[config.mk]
export PLATFORM = sky130hd
export DESIGN_NAME = serial_accum_ctrl_flat
export DESIGN_NICKNAME = d
export VERILOG_FILES = /design/src/rtl/serial_accum_ctrl_if.sv /design/src/rtl/serial_accum_ctrl.sv /design/src/flat_wrapper.sv
export SDC_FILE = /design/constraint.sdc
export NUM_CORES = 1
export LEC_CHECK = 0
export BUFFER_PORTS_ARGS = -buffer_cell sky130_fd_sc_hd__buf_2
export CAP_MARGIN = 15
export CORE_UTILIZATION = 46
export CTS_CLUSTER_SIZE = 30
export DETAILED_ROUTE_END_ITERATION = 16
export HOLD_SLACK_MARGIN = 0.06
export PLACE_DENSITY = 0.67
export SLEW_MARGIN = 20
export SYNTH_ARGS = -nofsm -noshare
export SYNTH_HDL_FRONTEND = slang
export SYNTH_SLANG_ARGS = --single-unit
[constraint.sdc]
create_clock -name clk -period 2.4 [get_ports clk]
set_clock_uncertainty 0.15 [all_clocks]
set_input_delay 0.36 -clock clk [delete_from_list [all_inputs] [get_ports clk]]
set_output_delay 0.36 -clock clk [all_outputs]
set_load 0.03 [all_outputs]
[src/rtl/serial_accum_ctrl_if.sv]
// Bus between the serial accumulator controller and its surroundings:
// board buttons and adder carry in, datapath strobes and status LEDs out.
interface serial_accum_ctrl_if #(
  parameter int N  = 8,
  parameter int CH = 2,
  parameter int CW = 4
);
  localparam int CHW = (CH > 1) ? $clog2(CH) : 1;
  localparam int BW  = $clog2(N);

  logic           load_btn;
  logic           stop_btn;
  logic [CHW-1:0] ch_sel_in;
  logic           carry_in;
  logic [CHW-1:0] ch_sel;
  logic           clear_acc;
  logic           load_input;
  logic           shift_en;
  logic [BW-1:0]  bit_idx;
  logic [CW-1:0]  op_count;
  logic           ready_led;
  logic           done_led;
  logic           ovf_led;

  // Board/datapath side: drives buttons and carry, observes controller outputs.
  modport master (
    output load_btn, stop_btn, ch_sel_in, carry_in,
    input  ch_sel, clear_acc, load_input, shift_en, bit_idx, op_count,
           ready_led, done_led, ovf_led
  );

  // Controller side.
  modport slave (
    input  load_btn, stop_btn, ch_sel_in, carry_in,
    output ch_sel, clear_acc, load_input, shift_en, bit_idx, op_count,
           ready_led, done_led, ovf_led
  );
endinterface

[src/rtl/serial_accum_ctrl.sv]
// Multi-channel sequencer for a bit-serial accumulator: staged clear,
// operand load, N-cycle serial add, per-channel operand count and sticky
// overflow. All outputs are decoded from registered state (Moore).
module serial_accum_ctrl #(
  parameter int N       = 8,
  parameter int CH      = 2,
  parameter int MAX_OPS = 15,
  parameter int CW      = 4
) (
  input logic                clk,
  input logic                reset,
  serial_accum_ctrl_if.slave bus
);
  localparam int CHW = (CH > 1) ? $clog2(CH) : 1;
  localparam int BW  = $clog2(N);

  localparam logic [2:0] S_CLEAR = 3'd0;
  localparam logic [2:0] S_IDLE  = 3'd1;
  localparam logic [2:0] S_LOAD  = 3'd2;
  localparam logic [2:0] S_ADD   = 3'd3;
  localparam logic [2:0] S_READY = 3'd4;
  localparam logic [2:0] S_DONE  = 3'd5;

  localparam logic [CHW-1:0] K_LAST = CHW'(CH - 1);
  localparam logic [BW-1:0]  B_LAST = BW'(N - 1);
  localparam logic [CW-1:0]  C_MAX  = CW'(MAX_OPS);

  logic [2:0]     state_q, state_d;
  logic [CHW-1:0] k_q, k_d;
  logic [CHW-1:0] ch_q, ch_d;
  logic [BW-1:0]  bit_q, bit_d;
  logic [CW-1:0]  cnt_q [CH];
  logic [CW-1:0]  cnt_d [CH];
  logic [CH-1:0]  ovf_q, ovf_d;
  logic           load_prev_q, stop_prev_q;

  logic           load_edge, stop_edge;
  logic [CHW-1:0] tgt;
  logic           tgt_full;
  logic [CW-1:0]  inc_cnt;
  logic [CHW-1:0] sel;

  // Counter increment that sticks at all-ones instead of wrapping.
  function automatic logic [CW-1:0] sat_inc(input logic [CW-1:0] v);
    return (v == {CW{1'b1}}) ? v : v + 1'b1;
  endfunction

  assign load_edge = bus.load_btn & ~load_prev_q;
  assign stop_edge = bus.stop_btn & ~stop_prev_q;

  // Out-of-range channel requests fall back to channel 0.
  assign tgt      = (int'(bus.ch_sel_in) < CH) ? bus.ch_sel_in : '0;
  assign tgt_full = (cnt_q[tgt] >= C_MAX);
  assign inc_cnt  = sat_inc(cnt_q[ch_q]);

  // Next-state logic; button edges outside IDLE/READY/DONE simply fall through.
  always_comb begin
    state_d = state_q;
    k_d     = k_q;
    ch_d    = ch_q;
    bit_d   = bit_q;
    cnt_d   = cnt_q;
    ovf_d   = ovf_q;
    case (state_q)
      S_CLEAR: begin
        cnt_d[k_q] = '0;
        ovf_d[k_q] = 1'b0;
        if (k_q == K_LAST) begin
          state_d = S_IDLE;
          k_d     = '0;
        end else begin
          k_d = k_q + 1'b1;
        end
      end
      S_IDLE: begin
        if (load_edge && !tgt_full) begin
          state_d = S_LOAD;
          ch_d    = tgt;
        end
      end
      S_LOAD: begin
        state_d = S_ADD;
        bit_d   = '0;
      end
      S_ADD: begin
        if (bit_q == B_LAST) begin
          bit_d = '0;
          if (bus.carry_in) ovf_d[ch_q] = 1'b1;
          cnt_d[ch_q] = inc_cnt;
          state_d     = (inc_cnt == C_MAX) ? S_DONE : S_READY;
        end else begin
          bit_d = bit_q + 1'b1;
        end
      end
      S_READY: begin
        // A load edge takes priority even when it is refused for a full channel.
        if (load_edge) begin
          if (!tgt_full) begin
            state_d = S_LOAD;
            ch_d    = tgt;
          end
        end else if (stop_edge) begin
          state_d = S_DONE;
        end
      end
      S_DONE: begin
        if (stop_edge) begin
          state_d = S_CLEAR;
          k_d     = '0;
        end else if (load_edge) begin
          state_d = S_IDLE;
        end
      end
      default: begin
        state_d = S_CLEAR;
        k_d     = '0;
      end
    endcase
  end

  // State, counters and button history registers.
  always_ff @(posedge clk or negedge reset) begin
    if (!reset) begin
      state_q     <= S_CLEAR;
      k_q         <= '0;
      ch_q        <= '0;
      bit_q       <= '0;
      cnt_q       <= '{default: '0};
      ovf_q       <= '0;
      load_prev_q <= 1'b0;
      stop_prev_q <= 1'b0;
    end else begin
      state_q     <= state_d;
      k_q         <= k_d;
      ch_q        <= ch_d;
      bit_q       <= bit_d;
      cnt_q       <= cnt_d;
      ovf_q       <= ovf_d;
      load_prev_q <= bus.load_btn;
      stop_prev_q <= bus.stop_btn;
    end
  end

  assign sel            = (state_q == S_CLEAR) ? k_q : ch_q;
  assign bus.ch_sel     = sel;
  assign bus.clear_acc  = (state_q == S_CLEAR);
  assign bus.load_input = (state_q == S_LOAD);
  assign bus.shift_en   = (state_q == S_ADD);
  assign bus.bit_idx    = (state_q == S_ADD) ? bit_q : '0;
  assign bus.op_count   = cnt_q[sel];
  assign bus.ovf_led    = ovf_q[sel];
  assign bus.ready_led  = (state_q == S_READY);
  assign bus.done_led   = (state_q == S_DONE);
endmodule

[src/flat_wrapper.sv]
// flat-port wrapper written by rule: the top's interface ports become plain ports
module serial_accum_ctrl_flat 
#(
  parameter int N       = 8,
  parameter int CH      = 2,
  parameter int MAX_OPS = 15,
  parameter int CW      = 4
)
  (clk, reset, bus_load_btn, bus_stop_btn, bus_ch_sel_in, bus_carry_in, bus_ch_sel, bus_clear_acc, bus_load_input, bus_shift_en, bus_bit_idx, bus_op_count, bus_ready_led, bus_done_led, bus_ovf_led);
  serial_accum_ctrl_if #(.N(N), .CH(CH), .CW(CW)) bus_i ();
  input logic clk;
  input logic reset;
  input wire logic [$bits(bus_i.load_btn)-1:0] bus_load_btn;
  input wire logic [$bits(bus_i.stop_btn)-1:0] bus_stop_btn;
  input wire logic [$bits(bus_i.ch_sel_in)-1:0] bus_ch_sel_in;
  input wire logic [$bits(bus_i.carry_in)-1:0] bus_carry_in;
  output wire logic [$bits(bus_i.ch_sel)-1:0] bus_ch_sel;
  output wire logic [$bits(bus_i.clear_acc)-1:0] bus_clear_acc;
  output wire logic [$bits(bus_i.load_input)-1:0] bus_load_input;
  output wire logic [$bits(bus_i.shift_en)-1:0] bus_shift_en;
  output wire logic [$bits(bus_i.bit_idx)-1:0] bus_bit_idx;
  output wire logic [$bits(bus_i.op_count)-1:0] bus_op_count;
  output wire logic [$bits(bus_i.ready_led)-1:0] bus_ready_led;
  output wire logic [$bits(bus_i.done_led)-1:0] bus_done_led;
  output wire logic [$bits(bus_i.ovf_led)-1:0] bus_ovf_led;
  assign bus_i.load_btn = bus_load_btn;
  assign bus_i.stop_btn = bus_stop_btn;
  assign bus_i.ch_sel_in = bus_ch_sel_in;
  assign bus_i.carry_in = bus_carry_in;
  assign bus_ch_sel = bus_i.ch_sel;
  assign bus_clear_acc = bus_i.clear_acc;
  assign bus_load_input = bus_i.load_input;
  assign bus_shift_en = bus_i.shift_en;
  assign bus_bit_idx = bus_i.bit_idx;
  assign bus_op_count = bus_i.op_count;
  assign bus_ready_led = bus_i.ready_led;
  assign bus_done_led = bus_i.done_led;
  assign bus_ovf_led = bus_i.ovf_led;
  serial_accum_ctrl #(.N(N), .CH(CH), .MAX_OPS(MAX_OPS), .CW(CW)) u_core (.clk(clk), .reset(reset), .bus(bus_i));
endmodule
# --- Word level (Yosys, flattened, before mapping) ---
# Cells that the tools add are included.
classes:
  div_mod_pow: 0
  add_sub_neg: 3
  n_eq_ne: 18
  n_lt_le_gt_ge: 12
  shift: 0
  n_mul: 0
  mux: 47
  reduce_logical: 16
  n_bitwise: 14
ops:
  columns: ["op", "n"]
  rows:
  - ["4-bit two-way mux", 12]
  - ["3-bit two-way mux", 10]
  - ["3-bit one-hot mux with 6 select lines", 1]
  - ["8-bit one-hot mux with 2 select lines", 1]
  - ["1-bit two-way mux", 11]
  - ["2-bit by 1-bit inequality test with 1-bit output (second input constant)", 5]
  - ["3-bit equality test (second input constant)", 3]
  - ["8-bit bitwise AND", 1]
  - ["8-bit bitwise mux", 1]
  - ["4-bit demux with 1-bit select", 2]
  - ["4-bit equality test (second input constant)", 2]
  - ["2-bit >= comparator (second input constant)", 4]
  - ["8-bit two-way mux", 1]
  - ["1-bit inverter with 2-bit output", 4]
  - ["8-bit inverter", 1]
  - ["3-bit by 2-bit equality test with 1-bit output (second input constant)", 2]
  - ["1-bit by 2-bit < comparator with 1-bit output (second input constant)", 3]
  - ["3-bit by 1-bit inequality test with 1-bit output (second input constant)", 2]
  - ["3-bit one-hot mux with 2 select lines", 1]
  - ["6-bit AND reduction", 1]
  - ["2-bit nonzero test", 3]
  - ["1-bit logical AND", 5]
  - ["4-bit by 1-bit adder with 4-bit output (second input constant)", 1]
  - ["4-bit >= comparator (second input constant)", 1]
  - ["other kinds (23)", 32]
word_totals:
  reg_bits: 20
  latch_bits: 0
  input_bits: 6
  wordCells: 119
  out_inout_bits: 14
  ram_bits: 0
  n_memories: 0
  romBits: 0

# --- Longest topological paths before layout ---
logic_depth:
  word_depth: 10
  depth_mapped: 8
  mapped_depth_nobuf: 7

# --- Least setup slack after synthesis ---
# Ideal clock, no wire load.
synth_path:
  kind: "flip-flop to output port"
  startpoint: "register u_core.state_q[0]"
  endpoint: "output bus_op_count[1]"
  required_time_ns: 1.890
  arrival_time_ns: 1.760
  setup_slack_ns: 0.130
  path_buffers: 0
  stages_incl_launch_ff: 5
  path_cell_list: "dfrtp_1 or2_4 nor2_4 mux2i_4 o21ai_0"
synth_between:
  elab_chain_len: 6
synth_rtl:
  columns: ["item", "line_no", "rtl"]
  rows:
  - ["start, declared", "serial_accum_ctrl.sv:28", "logic [2:0] state_q, state_d;"]
  - ["start signal, assigned", "serial_accum_ctrl.sv:133", "state_q <= state_d;"]
  - ["3-bit zero test", null, null]
  - ["named net bus_clear_acc", "flat_wrapper.sv:18", "output wire logic [$bits(bus_i.clear_acc)-1:0] bus_clear_acc;"]
  - ["1-bit two-way mux", "serial_accum_ctrl.sv:144", "assign sel = (state_q == S_CLEAR) ? k_q : ch_q;"]
  - ["1-bit inverter with 2-bit output (implied by the code)", "serial_accum_ctrl.sv:150", "assign bus.op_count = cnt_q[sel];"]
  - ["4-bit two-way mux (implied by the code) (3 in series)", "serial_accum_ctrl.sv:150", null]
  - ["end, declared", "flat_wrapper.sv:22", "output wire logic [$bits(bus_i.op_count)-1:0] bus_op_count;"]
# The timed path passes the listed nets, and every way through them passes these cells. The select of a mux whose other input is x is not followed.

# --- Worst setup path after layout ---
layout_path:
  startpoint: "register u_core.state_q[1]"
  endpoint: "output bus_op_count[0]"
layout_between:
  elab_chain_len: 6
layout_rtl:
  columns: ["item", "line_no"]
  rows:
  - ["3-bit zero test", "serial_accum_ctrl.sv:144"]
  - ["1-bit two-way mux", "serial_accum_ctrl.sv:144"]
  - ["1-bit inverter with 2-bit output (implied by the code)", "serial_accum_ctrl.sv:150"]
  - ["4-bit two-way mux (implied by the code) (3 in series)", "serial_accum_ctrl.sv:150"]
# No other way between the ends. The select of a mux whose other input is x is not followed.

==> results.ini <==
[drt]
ant_nets=0
dr.pass1.iters=4
viasPerCell=5.76
vias=1238
drc=0
wl_per_cell_um=15.0
drt_iter0_drc=59
drt-total-wl_um=3220

[clocking]
clk_pin_slew_ns=0.11
cts_buffer_depth=2
htreeDepth=1
clockRootBuffer=clkbuf_4
clock_sinks=20
tritoncts=done
clock_latency_ns=0.30
cts_buffers=3

[synthesis]
yosysTopAreaCell=dfrtp_1
synth_edf_count=0
yosys-top-cells-area=dfrtp_1 (37%), mux2_2 (5.9%), nand2_1 (5.9%)
avgSynthCellArea_sq_um=8.74
syn_inst=154
synthFlopType=dfrtp_1
netlist_top_cells_count=nand2_1 (21), dfrtp_1 (20), o21ai_0 (13)
syn_nets=163
synth_most_common_cell=nand2_1
synth_cell_types=43
yosysSeqAreaShare_pct=37.2
yosys.area.top_type_share_pct=37.2
ys_ff_latch=20
syn_area_sq_um=1350
async_reset_ff_share_pct=100
yosys_warnings=0

[grt]
grt_max_degree=21
grt_pass1_vias=1213
grt_remaining_overflow=0
grt_use_total_pct=22.7
antenna_found_initial=0
grt_first_pass_wirelength_um=5620

[critical_path]
required_ns=1.89
end_kind=output pin
ff2ff_setup_slack_ns=0.17
critPathArrivalTime_ns=1.94
worstSetupStartpointType=register
worstRegToRegCells=7
r2r_end=u_core.state_q[0]
crit-reg2reg-launch=u_core.cnt_q[4]
worstSetupPathType=reg -> out
crit_path_max_fanout=7

[outcome]
violations=setup timing
outcome=finished, violations left

[power]
ir_drop_v=0.000697
power_leakage_nw=0.767
p_per_area_nw_per_um2=1330
p_total_w=0.00219

[hold_path]
hold_path_class=in -> reg
hold_start=bus_carry_in
hold_path_end=u_core.ovf_q[0]
hold_path_depth=3

[cells_and_area]
drive_above_1_share_pct=26.1
antennaDiodeCount=0
syn_to_final_growth_pct=22.4
nets=194
fillers=254

[floorplanning]
die_area_sq_um=3150
initial_utilization_pct=48.8
fp.dieW_um=56.1
io_pins=20
die_h_um=56.1
fp-row-count=19
core_sq_um=2760

[timing]
rsz0062_at_grt=yes
timing.final.crit_share_pct=102
fin_crit_ns=2.45
hold_viol=0
maxSlewHeadroom_pct=68.4
fmax_mhz=408
setup_violations=4
slew_violations=0
worst_pin_slew_ns=0.474
timing.final.ws_setup_ns=-0.0520
hold_slack_ns=0.168

[place]
portBuffers=19
hpwlAfterDp_um=2290
gp_congestion=0.819

[flow_run]
cap_violations=0

-- through the flow --
stage                     utilization, %  cells  cell area (sq um)  worst slack, ns  TNS, ns
after floorplan                        -    154               1350            0.130        0
after global placement              53.6    202               1480            0.185        0
after detailed placement            53.6    202               1480            0.148        0
after CTS                           59.0    213               1630          -0.0885   -0.341
after global routing                59.8    215               1650           -0.112   -0.434
final                               59.8    215               1650          -0.0520   -0.192
-- per-layer routing --
| layer | part of all wire, % | global-route usage (%) |
|---|---|---|
| met1 | 47 | 29.9 |
| met3 | 3.6 | 2.79 |
| met4 | 1.3 | 8.71 |
| met5 | 0 | 0 |
| met2 | 48 | 37.9 |
-- registers in the layout, summed over array words and instances, names as in the netlist --
signal              cells
u_core.stop_prev_q      1
u_core.bit_q            3
u_core.ovf_q            2
u_core.load_prev_q      1
u_core.cnt_q            8
u_core.state_q          3
u_core.k_q              1
u_core.ch_q             1
-- how the worst max path moves through the flow --
stage / slack, ns / to / from
2_1_floorplan: 0.13 / bus_op_count[1] / u_core.state_q[0]
3_3_place_gp: 0.19 / u_core.state_q[0] / u_core.ch_q
6_report: -0.05 / bus_op_count[0] / u_core.state_q[1]
5_1_grt: -0.11 / bus_op_count[0] / u_core.state_q[0]
4_1_cts: -0.09 / bus_ovf_led / u_core.state_q[0]
3_5_place_dp: 0.15 / u_core.state_q[0] / u_core.ch_q
-- cells in the final DEF, fill, tap and decap left out, drive strengths merged, types with 3 or more instances in the layout --
master       synthesis  layout
mux2                 7       7
o22ai                3       3
nand2               21      21
dlygate4sd3          0       3
mux2i                4       4
a22o                 4       4
buf                  5      29
inv                  6       6
a21o                 3       3
nand2b               4       4
a21oi               10      10
o21ai               14      14
nand4                3       3
nand3b               4       4
clkbuf               1       4
dfrtp               20      20
nor2                12      12
nor3                 3       3
and2                 5       5
ha                   3       3
-- layout make-up --
type	count	area (sq um)	share of cell area, %
inverter	6	22.5	1.37
multi-input combinational	122	807	49.0
tap	31	38.8	2.35
clock buffer	4	36.3	2.20
sequential	20	503	30.5
timing repair buffer	32	240	14.6
-- cells by family after synthesis --
kind of cell | share of synthesized area, %
compound gates | 21.6
flops | 37.2
fa+ha+maj | 2.79
buf+inv | 4.00
mux | 9.76
xor+xnor | 0.651
simple gates | 24.1
-- worst max-delay path, stage by stage (launching register included) --
cell,delay [ns]
dfrtp_1,0.40
or2_4,0.27
nor2_4,0.12
mux2i_4,0.26
buf_12,0.15
mux2_4,0.30
buf_6,0.14
-- power breakdown --
part           internal [W]  switching (W)  leakage, nW  total (W)
Combinational      0.000623       0.000788        0.492    0.00141
Sequential         0.000454       0.000128        0.254   0.000582
Clock             0.0000925       0.000104       0.0210   0.000196
Total               0.00117        0.00102        0.767    0.00219
-- timing repair --
action	CTS	global route
hold buffers	3	0
gates resized for setup	12	4
hold endpoints to repair	22	0
pin swaps	2	2
setup buffers	4	2
endpoints found under the setup margin	5	8
No activity file was read; power rests on OpenSTA's default activity.
